==> src/rtl/adc_lvds_frame_gen_if.sv <==
// Bundle of run control, pattern selection and serial outputs for the
// AD9222-style serial ADC emulator. The generator uses the master view and
// a deserializer or testbench uses the slave view.
interface adc_lvds_frame_gen_if #(
    parameter int N_CH = 8,
    parameter int BITS = 12
);
    logic            EN;
    logic [1:0]      MODE;
    logic [BITS-1:0] PATTERN;
    logic            FCO;
    logic            DCO;
    logic [N_CH-1:0] DOUT;
    logic            FRAME_START;
    logic            ACTIVE;
    logic [15:0]     FRAME_CNT;

    modport master (
        input  EN, MODE, PATTERN,
        output FCO, DCO, DOUT, FRAME_START, ACTIVE, FRAME_CNT
    );

    modport slave (
        output EN, MODE, PATTERN,
        input  FCO, DCO, DOUT, FRAME_START, ACTIVE, FRAME_CNT
    );
endinterface

==> src/rtl/adc_lvds_frame_gen.sv <==
// Multi-channel serial-LVDS ADC emulator (AD9222 style).
// One serial bit is produced per CLK cycle on every channel, MSB first.
// FCO is high for the first half of each frame. DCO toggles every bit.
// Modes: 0 = fixed PATTERN, 1 = per-channel ramp, 2 = checkerboard, and 3.
// Optional macro ADC_PRBS_EN makes mode 3 a shared PRBS-9 source.
// Without the macro, mode 3 behaves exactly like mode 0.
module adc_lvds_frame_gen #(
    parameter int N_CH      = 8,
    parameter int BITS      = 12,
    parameter int RAMP_STEP = 1
) (
    input  logic                 CLK,
    input  logic                 RSTn,
    adc_lvds_frame_gen_if.master bus
);
    localparam int IW = $clog2(BITS);
    localparam logic [IW-1:0] LAST = IW'(BITS - 1);
    localparam logic [IW-1:0] HALF = IW'(BITS / 2);

    // Checkerboard word with MSB = 1 (1010...). BITS is even.
    function automatic logic [BITS-1:0] chk_word();
        logic [BITS-1:0] w;
        for (int i = 0; i < BITS; i++) w[i] = (i % 2) == 1;
        return w;
    endfunction

    localparam logic [BITS-1:0] CHK_A = chk_word();
    localparam logic [BITS-1:0] CHK_B = ~CHK_A;

    typedef enum logic {IDLE, SHIFT} state_t;

    state_t                     state_q, state_d;
    logic [IW-1:0]              bit_idx_q, bit_idx_d;
    logic [BITS-1:0]            ramp_cnt_q, ramp_cnt_d;
    logic                       chk_q, chk_d;        // phase of last checkerboard load, 0 = 1010..
    logic [N_CH-1:0][BITS-1:0]  sreg_q, sreg_d;
    logic                       fco_q, fco_d;
    logic                       dco_q, dco_d;
    logic [N_CH-1:0]            dout_q, dout_d;
    logic                       fs_q, fs_d;
    logic                       active_q, active_d;
    logic [15:0]                frame_cnt_q, frame_cnt_d;
`ifdef ADC_PRBS_EN
    logic [1:0]                 mode_q, mode_d;
    logic [8:0]                 lfsr_q, lfsr_d;
    logic [1:0]                 emit_mode;
`endif

    // A load only happens from IDLE or at a frame end. At a frame end the ramp
    // has just advanced and the checkerboard flips. A start from IDLE keeps the
    // ramp value and restarts the checkerboard at 1010...
    logic                       ld_phase;
    logic [BITS-1:0]            ld_ramp;
    logic [N_CH-1:0][BITS-1:0]  load_word;
    logic                       load;

    assign ld_phase = (state_q == IDLE) ? 1'b0 : ~chk_q;
    assign ld_ramp  = (state_q == IDLE) ? ramp_cnt_q : ramp_cnt_q + BITS'(1);

    // Word each channel would load at this edge, from the live MODE and PATTERN
    always_comb begin
        load_word = '0;
        for (int k = 0; k < N_CH; k++) begin
            case (bus.MODE)
                2'd1:    load_word[k] = ld_ramp + BITS'(k * RAMP_STEP);
                2'd2:    load_word[k] = ld_phase ? CHK_B : CHK_A;
                default: load_word[k] = bus.PATTERN;
            endcase
        end
    end

    // Frame sequencing: next state, shifting, frame end and reload
    always_comb begin
        state_d     = state_q;
        bit_idx_d   = bit_idx_q;
        ramp_cnt_d  = ramp_cnt_q;
        chk_d       = chk_q;
        sreg_d      = sreg_q;
        frame_cnt_d = frame_cnt_q;
        fco_d       = 1'b0;
        dco_d       = 1'b0;
        dout_d      = '0;
        fs_d        = 1'b0;
        active_d    = 1'b0;
        load        = 1'b0;
`ifdef ADC_PRBS_EN
        mode_d      = mode_q;
        lfsr_d      = lfsr_q;
        emit_mode   = mode_q;
`endif
        case (state_q)
            IDLE: begin
                if (bus.EN) load = 1'b1;
            end
            SHIFT: begin
                if (bit_idx_q == LAST) begin
                    frame_cnt_d = frame_cnt_q + 16'd1;
                    ramp_cnt_d  = ramp_cnt_q + BITS'(1);
                    if (bus.EN) load = 1'b1;
                    else        state_d = IDLE;
                end else begin
                    bit_idx_d = bit_idx_q + 1'b1;
                    for (int k = 0; k < N_CH; k++) begin
                        dout_d[k] = sreg_q[k][BITS-1];
                        sreg_d[k] = sreg_q[k] << 1;
                    end
                    fco_d    = bit_idx_d < HALF;
                    dco_d    = ~bit_idx_d[0];
                    active_d = 1'b1;
                end
            end
            default: state_d = IDLE;
        endcase

        if (load) begin
            state_d   = SHIFT;
            bit_idx_d = '0;
            chk_d     = ld_phase;
            for (int k = 0; k < N_CH; k++) begin
                dout_d[k] = load_word[k][BITS-1];
                sreg_d[k] = load_word[k] << 1;
            end
            fco_d    = 1'b1;
            dco_d    = 1'b1;
            fs_d     = 1'b1;
            active_d = 1'b1;
        end

`ifdef ADC_PRBS_EN
        // PRBS-9 (x^9 + x^5 + 1). The LFSR steps once for every bit emitted in mode 3
        if (load) begin
            mode_d    = bus.MODE;
            emit_mode = bus.MODE;
        end
        if (active_d && emit_mode == 2'd3) begin
            dout_d = {N_CH{lfsr_q[8]}};
            lfsr_d = {lfsr_q[7:0], lfsr_q[8] ^ lfsr_q[4]};
        end
`endif
    end

    // State and registered outputs. Reset aborts any frame in progress
    always_ff @(posedge CLK or negedge RSTn) begin
        if (!RSTn) begin
            state_q     <= IDLE;
            bit_idx_q   <= '0;
            ramp_cnt_q  <= '0;
            chk_q       <= 1'b0;
            sreg_q      <= '0;
            fco_q       <= 1'b0;
            dco_q       <= 1'b0;
            dout_q      <= '0;
            fs_q        <= 1'b0;
            active_q    <= 1'b0;
            frame_cnt_q <= '0;
`ifdef ADC_PRBS_EN
            mode_q      <= 2'd0;
            lfsr_q      <= 9'h1FF;
`endif
        end else begin
            state_q     <= state_d;
            bit_idx_q   <= bit_idx_d;
            ramp_cnt_q  <= ramp_cnt_d;
            chk_q       <= chk_d;
            sreg_q      <= sreg_d;
            fco_q       <= fco_d;
            dco_q       <= dco_d;
            dout_q      <= dout_d;
            fs_q        <= fs_d;
            active_q    <= active_d;
            frame_cnt_q <= frame_cnt_d;
`ifdef ADC_PRBS_EN
            mode_q      <= mode_d;
            lfsr_q      <= lfsr_d;
`endif
        end
    end

    assign bus.FCO         = fco_q;
    assign bus.DCO         = dco_q;
    assign bus.DOUT        = dout_q;
    assign bus.FRAME_START = fs_q;
    assign bus.ACTIVE      = active_q;
    assign bus.FRAME_CNT   = frame_cnt_q;
endmodule

==> src/flat_wrapper.sv <==
// flat-port wrapper written by rule: the top's interface ports become plain ports
module adc_lvds_frame_gen_flat 
#(
    parameter int N_CH      = 8,
    parameter int BITS      = 12,
    parameter int RAMP_STEP = 1
)
  (CLK, RSTn, bus_EN, bus_MODE, bus_PATTERN, bus_FCO, bus_DCO, bus_DOUT, bus_FRAME_START, bus_ACTIVE, bus_FRAME_CNT);
  adc_lvds_frame_gen_if #(.N_CH(N_CH), .BITS(BITS)) bus_i ();
  input  logic CLK;
  input  logic RSTn;
  input wire logic [$bits(bus_i.EN)-1:0] bus_EN;
  input wire logic [$bits(bus_i.MODE)-1:0] bus_MODE;
  input wire logic [$bits(bus_i.PATTERN)-1:0] bus_PATTERN;
  output wire logic [$bits(bus_i.FCO)-1:0] bus_FCO;
  output wire logic [$bits(bus_i.DCO)-1:0] bus_DCO;
  output wire logic [$bits(bus_i.DOUT)-1:0] bus_DOUT;
  output wire logic [$bits(bus_i.FRAME_START)-1:0] bus_FRAME_START;
  output wire logic [$bits(bus_i.ACTIVE)-1:0] bus_ACTIVE;
  output wire logic [$bits(bus_i.FRAME_CNT)-1:0] bus_FRAME_CNT;
  assign bus_i.EN = bus_EN;
  assign bus_i.MODE = bus_MODE;
  assign bus_i.PATTERN = bus_PATTERN;
  assign bus_FCO = bus_i.FCO;
  assign bus_DCO = bus_i.DCO;
  assign bus_DOUT = bus_i.DOUT;
  assign bus_FRAME_START = bus_i.FRAME_START;
  assign bus_ACTIVE = bus_i.ACTIVE;
  assign bus_FRAME_CNT = bus_i.FRAME_CNT;
  adc_lvds_frame_gen #(.N_CH(N_CH), .BITS(BITS), .RAMP_STEP(RAMP_STEP)) u_core (.CLK(CLK), .RSTn(RSTn), .bus(bus_i));
endmodule
==> config.mk <==
export PLATFORM = sky130hd
export DESIGN_NAME = adc_lvds_frame_gen_flat
export DESIGN_NICKNAME = d
export VERILOG_FILES = /design/src/rtl/adc_lvds_frame_gen_if.sv /design/src/rtl/adc_lvds_frame_gen.sv /design/src/flat_wrapper.sv
export SDC_FILE = /design/constraint.sdc
export NUM_CORES = 1
export LEC_CHECK = 0
export CORE_MARGIN = 4
export CORE_UTILIZATION = 60
export CTS_CLUSTER_SIZE = 12
export DETAILED_ROUTE_END_ITERATION = 12
export HOLD_SLACK_MARGIN = 0.06
export PLACE_DENSITY_LB_ADDON = 0.15
export SKIP_LAST_GASP = 1
export SLEW_MARGIN = 20
export SYNTH_ARGS = -nofsm -noshare
export SYNTH_HDL_FRONTEND = slang
export SYNTH_SLANG_ARGS = --single-unit
==> constraint.sdc <==
create_clock -name CLK -period 3.4 [get_ports CLK]
set_input_delay 0.85 -clock CLK [delete_from_list [all_inputs] [get_ports CLK]]
set_output_delay 0.85 -clock CLK [all_outputs]
set_load 0.02 [all_outputs]
==> summary.txt <==
Synthesis
  • Syn Std Cell Area: 0.00744 sq mm
  • Compound-Gate Fraction of Synth Area: 0.224
  • Seq/Total Area, Yosys: 0.417
  • Post-Synth Simple-Gate Area: 0.174
  • Ys Warns: 0
  • Cell count after synthesis: 846
  • Synth cell types: 70
  • Synth Register Bits: 124
  • Syn nets: 877
  • Mux share of post-synthesis cell area: 0.0205
  • Main synth FF type: dfrtp_1
  • Adder and majority gate portion of the synthesized area: 0.0235
  • Largest family of logic cells by synthesized area: compound AO/OA/AOI/OAI gates
  • Post-synth EDFFs: 0
  • Mapped Avg Cell Area: 8.80 sq um
  • Ys async rst share: 1.00
  • XOR/XNOR Fraction of Synth Area: 0.0923

Drt
  • Routed Antenna Nets: 0
  • Drt total wl: 21,400 um
  • Initial DRC Count: 849
  • First drt pass iteration count: 7
  • Routed len/inst: 20.0 um
  • DRC viols: 0
  • Vias per cell: 6.26
  • Total number of vias: 6,712

Final layout
  • Fraction of layout cells with a size suffix above 1: 0.103
  • Area delta synth->final: 17.1%
  • Layout Nets: 922
  • Finished Core Util: 0.723
  • # diodes: 0
  • Filler cells: 944

CTS
  • Clock slew at reported path FFs: 0.06 ns
  • Post-cts hold buffer count: 0
  • Clock Latency Late Sink: 0.43 ns
  • CTS sink cnt: 124
  • CTS tree: done
  • Worst-case clock buffer depth: 2
  • # H-tree levels: 4
  • CTS Buf Count: 17
  • Post_cts resized: 0
  • Post-CTS setup buffers: 0
  • Root buffer cell: clkbuf_16

STA
  • Final Hold Fails: 0
  • Period minus WS final: 3.12 ns
  • Rel. slew slack: 0.353
  • Final worst path period share: 0.916
  • Total negative slack: 0 ns
  • Least-Margin Pin Slew: 0.967 ns
  • Final setup fails: 0
  • Final Max Tran Viols: 0
  • RSZ-0062 raised after global routing: false
  • Fmax: 0.321 GHz
  • Max Clock Skew: 0.00850 ns
  • Worst hold slack: 0.274 ns

Floorplanning
  • Core region area: 0.0121 sq mm
  • Die area: 0.0142 sq mm
  • Die Wd: 119 um
  • Site row count: 40
  • Starting Density: 0.617
  • Die height: 119 um
  • Num ports: 45

Place
  • GPL Wtd Cong: 0.916
  • DP Wirelength: 14,900 um
  • Port buffer count: 44

Critical path
  • Crit path max fanout: 8
  • Worst path arrival time: 3.46 ns
  • Reg2reg path depth: 11
  • Critical Path End Type: flop
  • Max stage delay on crit path: 0.64 ns
  • Critical path's top delay family: compound AO/OA/AOI/OAI gates
  • Cell Chain, Critical Path: ha_1 > nand2_1 > xor2_2 > inv_2 > ha_1 > a21oi_1 > a211oi_1 > nor2b_1 > mux2i_1 > o21ai_1 > a21oi_1
  • Slowest cell on crit path: a211oi_1
  • Worst EP required: 3.74 ns
  • Startpoint Class: flop
  • R2r setup slk: 0.28 ns
  • Setup CP Type: flop to flop
  • Reg-to-Reg Start: u_core.ramp_cnt_q[0]
  • RR Endpoint: u_core.sreg_q[81]
  • Worst path bufs/invs: 1

Global routing
  • Vias in the first global route: 6,767
  • Antenna violations before repair: 0
  • Total congestion overflow: 0
  • First-pass GRT wire length: 35,100 um
  • Total track usage: 0.312
  • Largest net degree at the start of global routing: 66

Power
  • P per Cell Area: 820 mW/mm^2
  • VDD IR max: 0.591 mV
  • Static Leakage: 3.66 nW

Run
  • Max-capacitance violation count: 0

Worst hold path
  • Hold Crit Class: input port to asynchronous set/reset pin

Run status
  • Status: finished, final reports clean
## cell type report
class                   count  area, sq um  area share
multi-input cells         640         3980       0.456
flip-flops and latches    124         3100       0.356
repair buffers             83          756      0.0867
clock buffers              17          425      0.0488
well taps                 168          210      0.0241
clock inverters            15          150      0.0172
inverters                  25         98.8      0.0113
## synth_stat cells, types with 3 or more instances
cell type | count | area, sq um
a211o_1 | 7 | 61.3
a211oi_1 | 4 | 30.0
a21oi_1 | 111 | 556
a221oi_1 | 3 | 26.3
a22oi_1 | 3 | 22.5
a31oi_1 | 4 | 25.0
and2_1 | 3 | 18.8
and3_1 | 15 | 93.8
buf_1 | 3 | 11.3
buf_2 | 5 | 25.0
buf_4 | 5 | 37.5
buf_6 | 4 | 45.0
clkbuf_1 | 40 | 150
clkinv_1 | 3 | 11.3
dfrtp_1 | 124 | 3100
ha_1 | 14 | 175
inv_1 | 20 | 75.1
mux2i_1 | 13 | 130
nand2_1 | 60 | 225
nand2b_1 | 6 | 37.5
nand3_1 | 20 | 100
nand4_1 | 12 | 75.1
nor2_1 | 92 | 345
nor2b_1 | 7 | 43.8
nor3_1 | 16 | 80.1
nor4_1 | 4 | 25.0
o211ai_1 | 7 | 52.6
o21a_1 | 16 | 120
o21ai_0 | 53 | 265
o21ai_1 | 17 | 85.1
o221ai_1 | 13 | 114
o31ai_1 | 11 | 82.6
or3_1 | 14 | 87.6
xnor2_1 | 55 | 482
xor2_1 | 16 | 140
xor2_2 | 3 | 48.8
## registers in the layout, indices dropped and copies added (netlist names)
register,cells
u_core.bus.DCO,1
u_core.bus.FCO,1
u_core.bus.DOUT,8
u_core.bus.ACTIVE,1
u_core.state_q,1
u_core.bus.FRAME_START,1
u_core.chk_q,1
u_core.bit_idx_q,4
u_core.sreg_q,78
u_core.ramp_cnt_q,12
u_core.bus.FRAME_CNT,16
## per-layer routing
| metal | vias to the layer above | wire (um) | track usage | share of wire |
|---|---|---|---|---|
| li1 | 3098 | - | - | - |
| met1 | 3225 | 8760 | 0.407 | 0.41 |
| met2 | 331 | 10100 | 0.508 | 0.47 |
| met3 | 58 | 1850 | 0.0745 | 0.087 |
| met4 | 0 | 658 | 0.115 | 0.031 |
| met5 | - | 0 | 0 | 0 |
## layout by cell type (no fill, tap or decap), types with 15 or more instances in the layout
cell type,count
nand3_1,20
o21a_1,16
inv_1,20
xor2_1,16
clkbuf_16,17
o21ai_0,53
a21oi_1,111
xnor2_1,55
buf_4,38
nand2_1,59
and3_1,15
nor3_1,16
clkdlybuf4s50_1,43
dfrtp_1,124
nor2_1,92
o21ai_1,17
## power by group
part           switching [W]  leakage, nW  internal, W
sequential          0.000348         1.60      0.00202
clock               0.000708        0.275      0.00107
combinational        0.00180         1.79      0.00120
## stage by stage
step                total power, W  area (sq um)  cells  setup WS, ns
floorplan                  0.00423          7440    846         0.508
global placement           0.00524          8140   1040         0.356
detailed placement         0.00532          8140   1040         0.294
CTS                        0.00711          8720   1072         0.321
global route               0.00759          8720   1072         0.130
finish                     0.00715          8720   1072         0.284
## how the worst max path moves through the flow
stage	start	endpoint	slack (ns)	cells after the start
after global placement	bus_MODE[0]	u_core.sreg_q[95]	0.36	8
after global routing	u_core.ramp_cnt_q[0]	u_core.sreg_q[71]	0.13	9
after detailed placement	bus_MODE[0]	u_core.sreg_q[47]	0.29	8
final	u_core.ramp_cnt_q[0]	u_core.sreg_q[81]	0.28	11
after floorplan	u_core.ramp_cnt_q[0]	u_core.sreg_q[79]	0.51	13
after CTS	u_core.ramp_cnt_q[0]	u_core.sreg_q[71]	0.32	9
## logic make-up (layout without fill, tap and decap cells)
family,after synthesis,count (layout)
multiplexers,15,15
flip-flops,124,124
AO/OA/AOI/OAI,272,272
XOR/XNOR,75,75
AND/OR/NAND/NOR,264,264
buffers and inverters,82,140
adder cells (fa/ha/maj),14,14
Note: power is estimated with default switching activity, not from simulation.
